--- config.mk ---
export PLATFORM = sky130hd
export DESIGN_NAME = serial_word_deser
export DESIGN_NICKNAME = d
export VERILOG_FILES = /design/src/rtl/serial_word_deser.sv
export SDC_FILE = /design/constraint.sdc
export NUM_CORES = 1
export LEC_CHECK = 0
export CAP_MARGIN = 30
export CORE_ASPECT_RATIO = 1.25
export CORE_UTILIZATION = 50
export CTS_CLUSTER_DIAMETER = 30
export DETAILED_ROUTE_END_ITERATION = 12
export HOLD_SLACK_MARGIN = 0.08
export PLACE_DENSITY = 0.75
export SLEW_MARGIN = 20
export SYNTH_ARGS = -nofsm -noshare
export SYNTH_HDL_FRONTEND = slang
export SYNTH_SLANG_ARGS = --single-unit
export TNS_END_PERCENT = 5
--- constraint.sdc ---
create_clock -name clk_i -period 4 [get_ports clk_i]
set_input_delay 0.6 -clock clk_i [delete_from_list [all_inputs] [get_ports clk_i]]
set_output_delay 0.6 -clock clk_i [all_outputs]
set_load 0.02 [all_outputs]
--- src/rtl/serial_word_deser.sv ---
// Serial-to-parallel word assembler.
// Collects WIDTH bits of a frame opened by s_start, then presents the word on a
// valid/ready interface. Dropped bits (overrun) and restarted frames (frame_err)
// are reported as registered single-cycle pulses.
module serial_word_deser #(
    parameter int unsigned WIDTH     = 9,
    parameter bit          LSB_FIRST = 1'b1
) (
    input  logic             clk_i,
    input  logic             rst_ni,
    input  logic             s_valid_i,
    input  logic             s_bit_i,
    input  logic             s_start_i,
    output logic [WIDTH-1:0] m_data_o,
    output logic             m_valid_o,
    input  logic             m_ready_i,
    output logic             overrun_o,
    output logic             frame_err_o,
    output logic             busy_o
);

    localparam int unsigned CntW = $clog2(WIDTH + 1);

    typedef enum logic [1:0] {StIdle, StShift, StHold} state_e;

    state_e           state_q, state_d;
    logic [CntW-1:0]  cnt_q, cnt_d;
    logic [WIDTH-1:0] shreg_q, shreg_d;
    logic [WIDTH-1:0] m_data_q, m_data_d;
    logic             overrun_q, overrun_d;
    logic             frame_err_q, frame_err_d;

    logic             handshake;
    logic             take_start;
    logic             take_cont;
    logic             last_bit;
    logic [CntW-1:0]  pos_cnt;
    logic [CntW-1:0]  bit_pos;
    logic [WIDTH-1:0] bit_mask;
    logic [WIDTH-1:0] word_next;

    // Decode which serial bit, if any, is captured this cycle and where it lands.
    always_comb begin
        handshake  = (state_q == StHold) && m_ready_i;
        // A start bit is accepted anywhere except a HOLD that is not being drained.
        take_start = s_valid_i && s_start_i && ((state_q != StHold) || m_ready_i);
        take_cont  = s_valid_i && !s_start_i && (state_q == StShift);
        last_bit   = take_cont && (cnt_q == CntW'(WIDTH - 1));
        pos_cnt    = take_start ? '0 : cnt_q;
        bit_pos    = LSB_FIRST ? pos_cnt : (CntW'(WIDTH - 1) - pos_cnt);
        bit_mask   = s_bit_i ? (WIDTH'(1) << bit_pos) : '0;
        // A new frame starts from a clean word so stale partial bits never leak.
        word_next  = (take_start ? '0 : shreg_q) | bit_mask;
    end

    // State register.
    always_ff @(posedge clk_i or negedge rst_ni) begin
        if (!rst_ni) begin
            state_q <= StIdle;
        end else begin
            state_q <= state_d;
        end
    end

    // Next-state logic.
    always_comb begin
        state_d = state_q;
        unique case (state_q)
            StIdle: begin
                if (take_start) state_d = StShift;
            end
            StShift: begin
                if (last_bit) state_d = StHold;
            end
            StHold: begin
                if (handshake) state_d = take_start ? StShift : StIdle;
            end
            default: state_d = StIdle;
        endcase
    end

    // Datapath next-state: bit counter, shift word, output word and flags.
    always_comb begin
        cnt_d       = cnt_q;
        shreg_d     = shreg_q;
        m_data_d    = m_data_q;
        if (take_start) begin
            cnt_d   = CntW'(1);
            shreg_d = word_next;
        end else if (last_bit) begin
            cnt_d    = '0;
            shreg_d  = '0;
            m_data_d = word_next;
        end else if (take_cont) begin
            cnt_d   = cnt_q + CntW'(1);
            shreg_d = word_next;
        end
        // Different source states, so the two flags can never coincide.
        frame_err_d = take_start && (state_q == StShift);
        overrun_d   = (state_q == StHold) && s_valid_i && !take_start;
    end

    // Datapath registers.
    always_ff @(posedge clk_i or negedge rst_ni) begin
        if (!rst_ni) begin
            cnt_q       <= '0;
            shreg_q     <= '0;
            m_data_q    <= '0;
            overrun_q   <= 1'b0;
            frame_err_q <= 1'b0;
        end else begin
            cnt_q       <= cnt_d;
            shreg_q     <= shreg_d;
            m_data_q    <= m_data_d;
            overrun_q   <= overrun_d;
            frame_err_q <= frame_err_d;
        end
    end

    // Outputs: all driven from registers only.
    always_comb begin
        m_data_o    = m_data_q;
        m_valid_o   = (state_q == StHold);
        busy_o      = (state_q == StShift);
        overrun_o   = overrun_q;
        frame_err_o = frame_err_q;
    end

endmodule

==> out/results.tsv <==
metric	value	unit
CTS tree	built	
switching share of power	26.6	%
Worst-Margin Slew	0.739	ns
Clock Power Share	31.3	%
Post-CTS Setup Repair Bufs	0	
Final Critical Period	2.50	ns
Yosys warnings	0	
Syn Nets	128	
Mapped Area	1230	sq um
die width	46.4	um
Yosys reg bits	26	
fin. max-slew vios	0	
DRT iter0 DRCs	14	
Clock Skews	0.00268	ns
Psw	152	uW
PwrDens	390	nW/um^2
Critical Path Start Type	input port	
CTS resizes	0	
Synth area leaders	dfrtp_1, a31oi_1, nor2_1	
Tot GR Track Use	20.1	%
crit-path max FO	21	
Initial Util	54.5	%
Logic pwr share	16.6	%
Synth Instances	120	
wl on met1	1.07	mm
routability cong.	0.762	
Max rail drop VDD	275	uV
metal2 WL	1.27	mm
total CTS buffers	3	
Die Ht	57.5	um
largest net degree at the start of global routing	27	
Final Hold Vio Count	0	
clock sinks	26	
Final Net Count	145	
Synth area leader	dfrtp_1	
Filler cells	202	
crit path DAT	2.73	ns
Post-synth top cells	dfrtp_1, nor2_1, a21oi_1, a31oi_1, o21ai_0	
pre-CTS setup slack	1.19	ns
area occupied by multi-input gates	531	sq um
Remaining Overflow, GRT	0	
crit path capture type	register	
number of flops mapped to enable cells by yosys	0	
Max Freq	399	MHz
Setup WS post-layout	1.50	ns
# hold bufs at CTS	0	
Post-Route WL	2.47	mm
Worst-path clk slew	0.14	ns
DRT Pass-1 Iters	4	
Routed WL per cell	14.8	um
setup repair after global routing missed its margin	false	
status	completed	
Finished Layout Cells	167	
part of the power in registers	52.1	%
placed cells	163	
# diodes	0	
vias in the first global route	872	
via count	997	
worst min path class	input port to asynchronous set/reset pin	
post-DP HPWL	1.72	mm
max-cap check violation count	0	
Yosys top cell area share	52.8	%
P_int	421	uW
Met3 Routed Length	78	um
initial antenna violation count	0	
post-route cell area	1470	sq um
DR vias/cell	5.97	
latest clock arrival within the worst-skew pair	0.32	ns
global-route wire length before repair	3.91	mm
Pwr Total	573	uW
Leak	0.000632	uW
Longest Clk Path Bufs	2	
final worst-path cycle share	62.6	%
Post-synth ARST share	100	%
Crit path required time	4.22	ns
Syn Area/Cell	10.3	sq um
Synth cell types	33	
critical path class	input port to register	
Clock Root Buffer	clkbuf_4	
htree depth	1	
setup_tns	0	ns
number of I/O port buffers	18	
Top Metal Used	met4	
Rel. slew slack	50.5	%
die area	2670	sq um
most frequent cell after synthesis	dfrtp_1	
share of cells above drive strength 1	8.82	%
Rows	19	
DRC violations left	0	
area delta synth->final	19.4	%
final setup fails	0	
top_reg_cell synth	dfrtp_1	
Seq/Total Area, Yosys	52.8	%
Post-Place Cell Area	1420	sq um
Placeable Area	2260	sq um
post-route ant nets	0	
register area	651	sq um
Top-Level Pins	19	
==> logic make-up after synthesis <==
group | after synthesis | share of synthesized area, %
flops | 26 | 52.8
fa+ha+maj | 2 | 2.03
mux | 3 | 2.74
simple gates | 39 | 18.3
compound gates | 38 | 20.0
buf+inv | 12 | 4.06
==> through the flow <==
step	utilization (%)	hold WS [ns]
finish	65.1	0.240
global route	65.1	0.280
CTS	65.1	0.270
detailed placement	62.8	0.485
global placement	63.0	0.480
floorplan	-	0.304
==> layout by cell type (no fill, tap or decap), types with 2 or more instances in the layout <==
master            n
a21oi_1           8
and3b_1           2
o22ai_1           2
o21ai_0           8
nor2b_1           4
and2_1            3
dfrtp_1          26
clkbuf_4          3
nor2_1           13
ha_1              2
inv_1             6
nand2_1           6
clkdlybuf4s50_1  17
mux2_2            3
or4_1             2
a31oi_1           8
o31ai_1           6
==> final timing paths <==
check	endpoint	start	depth (start not counted)	slack, ns
max in group asynchronous	shreg_q[4]	rst_ni	1	3.39
hold reg to reg	shreg_q[5]	shreg_q[5]	2	0.52
setup reg to reg	m_data_o[4]	state_q[1]	3	1.80
hold / removal	overrun_o	rst_ni	1	0.24
min in group clk_i	shreg_q[5]	shreg_q[5]	2	0.52
setup / recovery	m_data_o[4]	s_valid_i	4	1.50
==> per-layer routing <==
| layer | vias to the layer above | GRT usage (%) |
|---|---|---|
| li1 | 468 | - |
| met1 | 498 | 25.2 |
| met2 | 25 | 33.7 |
| met3 | 6 | 1.90 |
| met4 | 0 | 8.82 |
| met5 | - | 0 |
==> registers in the layout, indices dropped and copies added (netlist names) <==
signal,count
state_q,2
shreg_q,9
overrun_o,1
frame_err_o,1
cnt_q,4
m_data_o,9
==> power groups by stage <==
stage / Combinational [uW] / Sequential [uW] / Clock (uW)
after floorplan: 65.7 / 304 / 0
after global placement: 92.8 / 302 / 0
after detailed placement: 95.0 / 303 / 0
after CTS: 95.8 / 298 / 181
after global routing: 106 / 301 / 193
final: 95.0 / 299 / 179
==> critical path, stage by stage <==
cell             delay (ns)
clkdlybuf4s50_1        0.55
nand4bb_1              0.62
nor2_1                 0.57
mux2_2                 0.38
==> area by class of cell <==
class,instances,area share (%)
Inverter,6,1.53
Sequential cell,26,44.3
Clock inverter,1,2.04
Timing Repair Buffer,18,11.9
Multi-Input combinational cell,82,36.1
Tap cell,31,2.64
Clock buffer,3,1.53
Power figures use the tool's default switching activity.
